**config.mk**
```make
export PLATFORM = sky130hd
export DESIGN_NAME = uart_rx_fifo_display
export DESIGN_NICKNAME = d
export VERILOG_FILES = /design/src/rtl/uart_pkg.sv /design/src/rtl/uart_rx_core.sv /design/src/rtl/uart_rx_fifo_display.sv
export SDC_FILE = /design/constraint.sdc
export NUM_CORES = 1
export LEC_CHECK = 0
export ABC_AREA = 1
export CORE_MARGIN = 4
export CORE_UTILIZATION = 40
export DETAILED_ROUTE_END_ITERATION = 6
export GPL_TIMING_DRIVEN = 0
export HOLD_SLACK_MARGIN = 0.05
export PLACE_DENSITY = 0.6
export SYNTH_ARGS = -nofsm -noshare
export SYNTH_HDL_FRONTEND = slang
export SYNTH_SLANG_ARGS = --single-unit
```
**constraint.sdc**
```tcl
create_clock -name clk -period 3.5 [get_ports clk]
set_clock_uncertainty 0.05 [all_clocks]
set_input_delay 0.875 -clock clk [delete_from_list [all_inputs] [get_ports clk]]
set_output_delay 0.875 -clock clk [all_outputs]
set_load 0.01 [all_outputs]
```
**src/rtl/uart_pkg.sv**
```systemverilog
// Shared receiver types and the active-low hex seven-segment lookup.
// UART_PARITY_EN adds the PARITY state for the even-parity build.
package uart_pkg;

`ifdef UART_PARITY_EN
   typedef enum logic [2:0] {
      IDLE   = 3'd0,
      START  = 3'd1,
      DATA   = 3'd2,
      STOP   = 3'd3,
      PARITY = 3'd4
   } rx_state_t;
`else
   typedef enum logic [2:0] {
      IDLE  = 3'd0,
      START = 3'd1,
      DATA  = 3'd2,
      STOP  = 3'd3
   } rx_state_t;
`endif

   // Segment bits are {g,f,e,d,c,b,a}; a 0 lights the segment.
   function automatic logic [6:0] hex7(input logic [3:0] nib);
      logic [6:0] seg;
      case (nib)
         4'h0:    seg = 7'h40;
         4'h1:    seg = 7'h79;
         4'h2:    seg = 7'h24;
         4'h3:    seg = 7'h30;
         4'h4:    seg = 7'h19;
         4'h5:    seg = 7'h12;
         4'h6:    seg = 7'h02;
         4'h7:    seg = 7'h78;
         4'h8:    seg = 7'h00;
         4'h9:    seg = 7'h10;
         4'hA:    seg = 7'h08;
         4'hB:    seg = 7'h03;
         4'hC:    seg = 7'h46;
         4'hD:    seg = 7'h21;
         4'hE:    seg = 7'h06;
         default: seg = 7'h0E;
      endcase
      return seg;
   endfunction

endpackage

```
**src/rtl/uart_rx_core.sv**
```systemverilog
// Serial frame receiver: synchronizer, mid-bit sampling FSM, one-cycle done/bad pulses.
// UART_PARITY_EN enables the even-parity bit check between DATA and STOP.
module uart_rx_core
   import uart_pkg::*;
#(
   parameter int CLKS_PER_BIT = 868,
   parameter int DATA_BITS    = 8
) (
   input  logic                 clk,
   input  logic                 rst_n,
   input  logic                 rx_serial,
   output logic [DATA_BITS-1:0] data,
   output logic                 frame_done,
   output logic                 frame_bad,
   output rx_state_t            state
);

   localparam int CW = $clog2(CLKS_PER_BIT);
   localparam int BW = $clog2(DATA_BITS);
   localparam logic [CW-1:0] BIT_LAST  = CW'(CLKS_PER_BIT - 1);
   localparam logic [CW-1:0] HALF_LAST = CW'(CLKS_PER_BIT / 2 - 1);
   localparam logic [BW-1:0] IDX_LAST  = BW'(DATA_BITS - 1);

   logic [1:0]           sync;
   logic                 rx_s;
   rx_state_t            state_next;
   logic [CW-1:0]        cnt, cnt_next;
   logic [BW-1:0]        idx, idx_next;
   logic [DATA_BITS-1:0] shreg, shreg_next;
   logic                 done_next, bad_next;
   logic                 par_ok;
`ifdef UART_PARITY_EN
   logic                 par_ok_next;
`endif

   always_ff @(posedge clk) begin
      if (!rst_n) sync <= 2'b11;
      else        sync <= {sync[0], rx_serial};
   end

   assign rx_s = sync[1];
   assign data = shreg;

   always_ff @(posedge clk) begin
      if (!rst_n) begin
         state      <= IDLE;
         cnt        <= '0;
         idx        <= '0;
         shreg      <= '0;
         frame_done <= 1'b0;
         frame_bad  <= 1'b0;
`ifdef UART_PARITY_EN
         par_ok     <= 1'b0;
`endif
      end else begin
         state      <= state_next;
         cnt        <= cnt_next;
         idx        <= idx_next;
         shreg      <= shreg_next;
         frame_done <= done_next;
         frame_bad  <= bad_next;
`ifdef UART_PARITY_EN
         par_ok     <= par_ok_next;
`endif
      end
   end

`ifndef UART_PARITY_EN
   assign par_ok = 1'b1;
`endif

   // The bit counter free-runs inside each state and is cleared on every sample point.
   always_comb begin
      state_next = state;
      cnt_next   = cnt + 1'b1;
      idx_next   = idx;
      shreg_next = shreg;
      done_next  = 1'b0;
      bad_next   = 1'b0;
`ifdef UART_PARITY_EN
      par_ok_next = par_ok;
`endif
      case (state)
         IDLE: begin
            cnt_next = '0;
            idx_next = '0;
            if (!rx_s) state_next = START;
         end
         START: begin
            if (cnt == HALF_LAST) begin
               cnt_next   = '0;
               state_next = rx_s ? IDLE : DATA;
            end
         end
         DATA: begin
            if (cnt == BIT_LAST) begin
               cnt_next   = '0;
               shreg_next = {rx_s, shreg[DATA_BITS-1:1]};
               idx_next   = idx + 1'b1;
               if (idx == IDX_LAST) begin
                  idx_next = '0;
`ifdef UART_PARITY_EN
                  state_next = PARITY;
`else
                  state_next = STOP;
`endif
               end
            end
         end
`ifdef UART_PARITY_EN
         PARITY: begin
            if (cnt == BIT_LAST) begin
               cnt_next    = '0;
               par_ok_next = (rx_s == ^shreg);
               state_next  = STOP;
            end
         end
`endif
         STOP: begin
            if (cnt == BIT_LAST) begin
               cnt_next   = '0;
               state_next = IDLE;
               if (rx_s && par_ok) done_next = 1'b1;
               else                bad_next  = 1'b1;
            end
         end
         default: state_next = IDLE;
      endcase
   end

endmodule

```
**src/rtl/uart_rx_fifo_display.sv**
```systemverilog
// UART receiver with show-ahead FIFO, sticky error flags and a hex seven-segment display.
// Define UART_PARITY_EN to expect an even-parity bit after the data bits.
module uart_rx_fifo_display
   import uart_pkg::*;
#(
   parameter int CLKS_PER_BIT = 868,
   parameter int DATA_BITS    = 8,
   parameter int FIFO_DEPTH   = 16,
   parameter int NUM_DIGITS   = 2
) (
   input  logic                          clk,
   input  logic                          rst_n,
   input  logic                          rx_serial,
   input  logic                          rd_en,
   input  logic                          err_clr,
   output logic [DATA_BITS-1:0]          rx_byte,
   output logic                          rx_valid,
   output logic                          rx_dv_n,
   output logic [$clog2(FIFO_DEPTH):0]   fifo_count,
   output logic                          frame_err,
   output logic                          overflow,
   output logic [7*NUM_DIGITS-1:0]       ssg
);

   localparam int AW   = $clog2(FIFO_DEPTH);
   localparam int CNTW = AW + 1;
   localparam int DW   = 4 * NUM_DIGITS;
   localparam logic [CNTW-1:0] FULL_CNT = CNTW'(FIFO_DEPTH);

   logic [DATA_BITS-1:0] core_data;
   logic                 core_done;
   logic                 core_bad;
   rx_state_t            core_state;

   logic [DATA_BITS-1:0] mem [FIFO_DEPTH];
   logic [AW-1:0]        wr_ptr, rd_ptr;
   logic [CNTW-1:0]      count;
   logic                 full, push, pop, drop;

   logic [DW-1:0]            disp;
   logic [DW+DATA_BITS-1:0]  disp_ext;

   uart_rx_core #(
      .CLKS_PER_BIT (CLKS_PER_BIT),
      .DATA_BITS    (DATA_BITS)
   ) u_core (
      .clk        (clk),
      .rst_n      (rst_n),
      .rx_serial  (rx_serial),
      .data       (core_data),
      .frame_done (core_done),
      .frame_bad  (core_bad),
      .state      (core_state)
   );

   assign full = (count == FULL_CNT);
   assign pop  = rd_en && (count != '0);
   // A simultaneous pop frees the slot, so a push into a full FIFO still lands.
   assign push = core_done && (!full || pop);
   assign drop = core_done && full && !pop;

   always_ff @(posedge clk) begin
      if (push) mem[wr_ptr] <= core_data;
   end

   always_ff @(posedge clk) begin
      if (!rst_n) begin
         wr_ptr <= '0;
         rd_ptr <= '0;
         count  <= '0;
      end else begin
         if (push) wr_ptr <= wr_ptr + 1'b1;
         if (pop)  rd_ptr <= rd_ptr + 1'b1;
         case ({push, pop})
            2'b10:   count <= count + 1'b1;
            2'b01:   count <= count - 1'b1;
            default: count <= count;
         endcase
      end
   end

   assign rx_valid   = (count != '0);
   assign rx_byte    = rx_valid ? mem[rd_ptr] : '0;
   assign fifo_count = count;
   assign rx_dv_n    = ~core_done;

   // A new error in the same cycle as err_clr keeps the flag set.
   always_ff @(posedge clk) begin
      if (!rst_n) begin
         frame_err <= 1'b0;
         overflow  <= 1'b0;
      end else begin
         if (core_bad)     frame_err <= 1'b1;
         else if (err_clr) frame_err <= 1'b0;
         if (drop)         overflow  <= 1'b1;
         else if (err_clr) overflow  <= 1'b0;
      end
   end

   assign disp_ext = {{DW{1'b0}}, core_data};

   always_ff @(posedge clk) begin
      if (!rst_n)         disp <= '0;
      else if (core_done) disp <= disp_ext[DW-1:0];
   end

   always_ff @(posedge clk) begin
      for (int i = 0; i < NUM_DIGITS; i++) begin
         if (!rst_n) ssg[7*i +: 7] <= hex7(4'h0);
         else        ssg[7*i +: 7] <= hex7(disp[4*i +: 4]);
      end
   end

endmodule

```
==> results by group <==
Outcome
  – Run status: complete, no violations

Job
  – MaxCap Viol Count: 0

Power
  – Standby leakage power: 3.40 nW
  – Maximum vdd drop: 0.547 mV
  – Switching power: 0.00195 W
  – Reg power frac: 40.8%
  – Logic pwr share: 25.5%
  – Power Internal: 0.00434 W
  – Pwr/cell area: approximately 650 nW/um^2
  – Clock share of power: between 30% and 40%
  – Design Power: 0.00629 W
  – Switch share: ~31%

Timing
  – Min Tclk post-route: 3.47 ns
  – Final setup viols: 0
  – Tcrit/Tclk final: slightly below 100%
  – Final hold vios: 0
  – Fmax: 289 MHz
  – Setup TNS: 0 ns
  – Slew margin rel.: 34.5%
  – RSZ-0062 raised after global routing: yes
  – Worst-margin pin slew: 0.979 ns
  – Slew Limit Fails: 0

Synthesis
  – Ys flop type: edfxtp_1
  – FFs w/ async S/R, synth: 0%
  – Largest cells by area after synthesis: edfxtp_1 47%, dfxtp_1 17%, o21ai_0 6.0%, nor2_1 5.8%, ha_1 3.5%
  – Leading area contributor after synthesis: edfxtp_1
  – Post-synth cell types: 44
  – Share of the synthesized area in the top cell type: 46.8%
  – Yosys warnings: 0
  – Post-synthesis sequential area ratio: 63.4%
  – Syn nets: 798
  – Synthesized instance count: 770
  – Avg Inst Size Synth: about 11 sq um
  – #FFs+latches synth: just under 200
  – Number of synthesized flops with an enable pin: around 130
  – Cell Area, Synth: a little over 8000 sq um

Worst setup path
  – CP Max Fanout: 10
  – CP required: between 2 and 3 ns
  – Buf/Inv on CP: 3
  – Worst path cell trace: buf_4, buf_2, nor2_1, o221ai_1, nand3_1, a21oi_1, clkdlybuf4s50_1
  – Kind of critical path: flop to output port
  – CP delay by family, top: buffers and inverters
  – WP data arrival: 2.54 ns
  – CP Launch Type: flop
  – Slowest CP cell: clkdlybuf4s50_1
  – Max incr delay on CP: 0.56 ns
  – Crit. End Element: output port

GRT
  – All-layer global routing usage: 17.7%
  – Vias in the first global route: 5573
  – Largest net degree at the start of global routing: 20
  – Initial antenna violation count: 0
  – Congestion Overflow GR: 0
  – First-pass GRT wire length: 30500 um

Clock tree
  – Clk_lat worst skew: around 0.43 ns
  – CTS sink count: around 200
  – Clk buf depth: 2
  – # H-tree levels: 4
  – Num CTS Buffers: 17
  – Reg clk slew, reported paths: 0.07 ns
  – CTS root buf: clkbuf_16
  – CTS tree: yes
  – Post-CTS Hold Buffers: 0

Die
  – Die Height: 151 um
  – Area of the die: 22900 sq um
  – Initial Util: about two fifths
  – Chip width: 151 um
  – Core ar.: approximately 20000 sq um
  – Row cnt: 52
  – Ports: 36

Layout
  – Final Cell Area: roughly 9600 sq um
  – Layout cells sized above 1: 11.1%
  – Area growth syn-to-layout: 16.9%
  – # diodes: 0
  – Fillers: 1819
  – Layout net count: 851

Route
  – Vias: 5714
  – Drt wl/cell: 17.5 um
  – Via density: 5.17
  – Number of DRC markers in iteration 0: 426
  – Routed wire length: roughly 19000 um
  – Initial DRT Pass Iterations: 5
  – DR DRC count: 0
  – Post-DRT Antenna Nets: 0

Placed design
  – GP Congestion: 0.856
  – DPL Wire Length: between 10000 and 15000 um
  – Placed Area: just under 9000 sq um
  – IO Port Bufs: 34

Min path
  – Worst hold-check path type: flop to flop
[cell usage after synthesis, types with 4 or more instances]
cell      instances
o21ai_0          99
xor2_1            5
nor3_1            8
nand2_2           5
nor2_4            4
nor2_1          127
inv_2             6
clkbuf_1         15
a21oi_1          49
ha_1             23
nand3_1          23
inv_1            57
nand2_1          63
edfxtp_1        128
o221ai_1         22
nand4_1           4
dfxtp_1          68
buf_2            13
o22ai_1          10
[stage by stage]
| stage | util (%) | cells | hold WS, ns | setup WS [ns] |
|---|---|---|---|---|
| CTS | 47.2 | 1106 | 0.366 | -0.000290 |
| floorplan | - | 770 | 0.341 | 1.32 |
| finish | 47.4 | 1106 | 0.366 | 0.0349 |
| global placement | 43.9 | 1074 | 0.348 | 0.152 |
| global route | 47.4 | 1106 | 0.390 | -0.0674 |
| detailed placement | 43.9 | 1074 | 0.352 | 0.112 |
[final cells by class]
type	instances	area, sq um	area share (%)
Tap cell	270	338	3.52
Clock buffer	18	429	4.47
Multi-Input combinational cell	475	2630	27.4
Timing Repair Buffer	34	344	3.58
Inverter	65	246	2.57
Clock inverter	14	210	2.19
Sequential cell	196	5210	54.2
Buffer	34	198	2.06
[kinds of logic after synthesis]
logic type / share of synthesized area [%]
adder cells (fa/ha/maj): 3.51
buffers and inverters: 4.89
AO/OA/AOI/OAI: 13.4
flip-flops: 63.4
XOR/XNOR: 0.747
AND/OR/NAND/NOR: 14.0
[flip-flops by register name, summed over array words and instances (netlist names), named ones only]
name               flops
ssg                   14
u_core.sync            2
u_core.frame_done      1
u_core.data            8
u_core.idx             3
u_core.state           2
u_core.cnt            10
fifo_count             5
u_core.frame_bad       1
mem                  128
wr_ptr                 4
disp                   8
frame_err              1
overflow               1
rd_ptr                 4
[repair_timing]
action | CTS | global route
pin swaps | 2 | 2
setup endpoints to repair | 8 | 7
hold endpoints to repair | 0 | 0
resized for setup | 12 | 25
buffers inserted | 0 | 0
[per-layer routing]
layer	share of wire, %	up-vias	wire, um	global-route usage [%]
met5	0	-	0	0
met4	1.8	0	357	5.80
met3	4.8	28	926	4.13
met2	47	156	9190	28.2
met1	46	2722	8920	23.8
li1	-	2808	-	-
[worst register-to-register path: cells and delay by family, from the launching register on]
family / cells / cell delay (ns)
AND/OR/NAND/NOR: 6 / 1.29
flip-flops: 1 / 0.48
buffers and inverters: 2 / 0.19
[cell usage in the layout (no fill, tap or decap), types with 5 or more instances in the layout]
cell type        Yosys  final
clkbuf_4             0      6
clkdlybuf4s50_1      0     31
nand2_2              5      5
buf_2               13      5
o21ai_0             99     96
xor2_1               5      5
dfxtp_1             68     67
o221ai_1            22     22
a21oi_1             49     49
inv_2                6      7
o22ai_1             10      6
nand3_1             23     23
nand2_1             63     63
inv_1               57     56
clkbuf_2             1      6
nor2_1             127    127
clkbuf_16            0     17
edfxtp_1           128    128
ha_1                23     23
clkbuf_1            15      9
o21ai_1              3      6
buf_4                3      5
nor3_1               8      8
[worst paths after layout]
kind | startpoint | end | slack (ns) | cells after the start
worst min-delay path | u_core.sync[0] | u_core.sync[1] | 0.37 | 1
worst max-delay path | flop | rx_byte[4] | 0.03 | 7
worst max register to register | fifo_count[0] | mem[15][0] | 1.11 | 8
worst min register to register | u_core.sync[0] | u_core.sync[1] | 0.37 | 1
[power groups by stage]
stage | sequential, W | combinational, W | clock [W]
final | 0.00256 | 0.00160 | 0.00212
after global routing | 0.00258 | 0.00175 | 0.00225
after CTS | 0.00256 | 0.00157 | 0.00215
after detailed placement | 0.00261 | 0.00154 | 0
after global placement | 0.00261 | 0.00154 | 0
after floorplan | 0.00261 | 0.000937 | 0
Power figures use the tool's default switching activity.
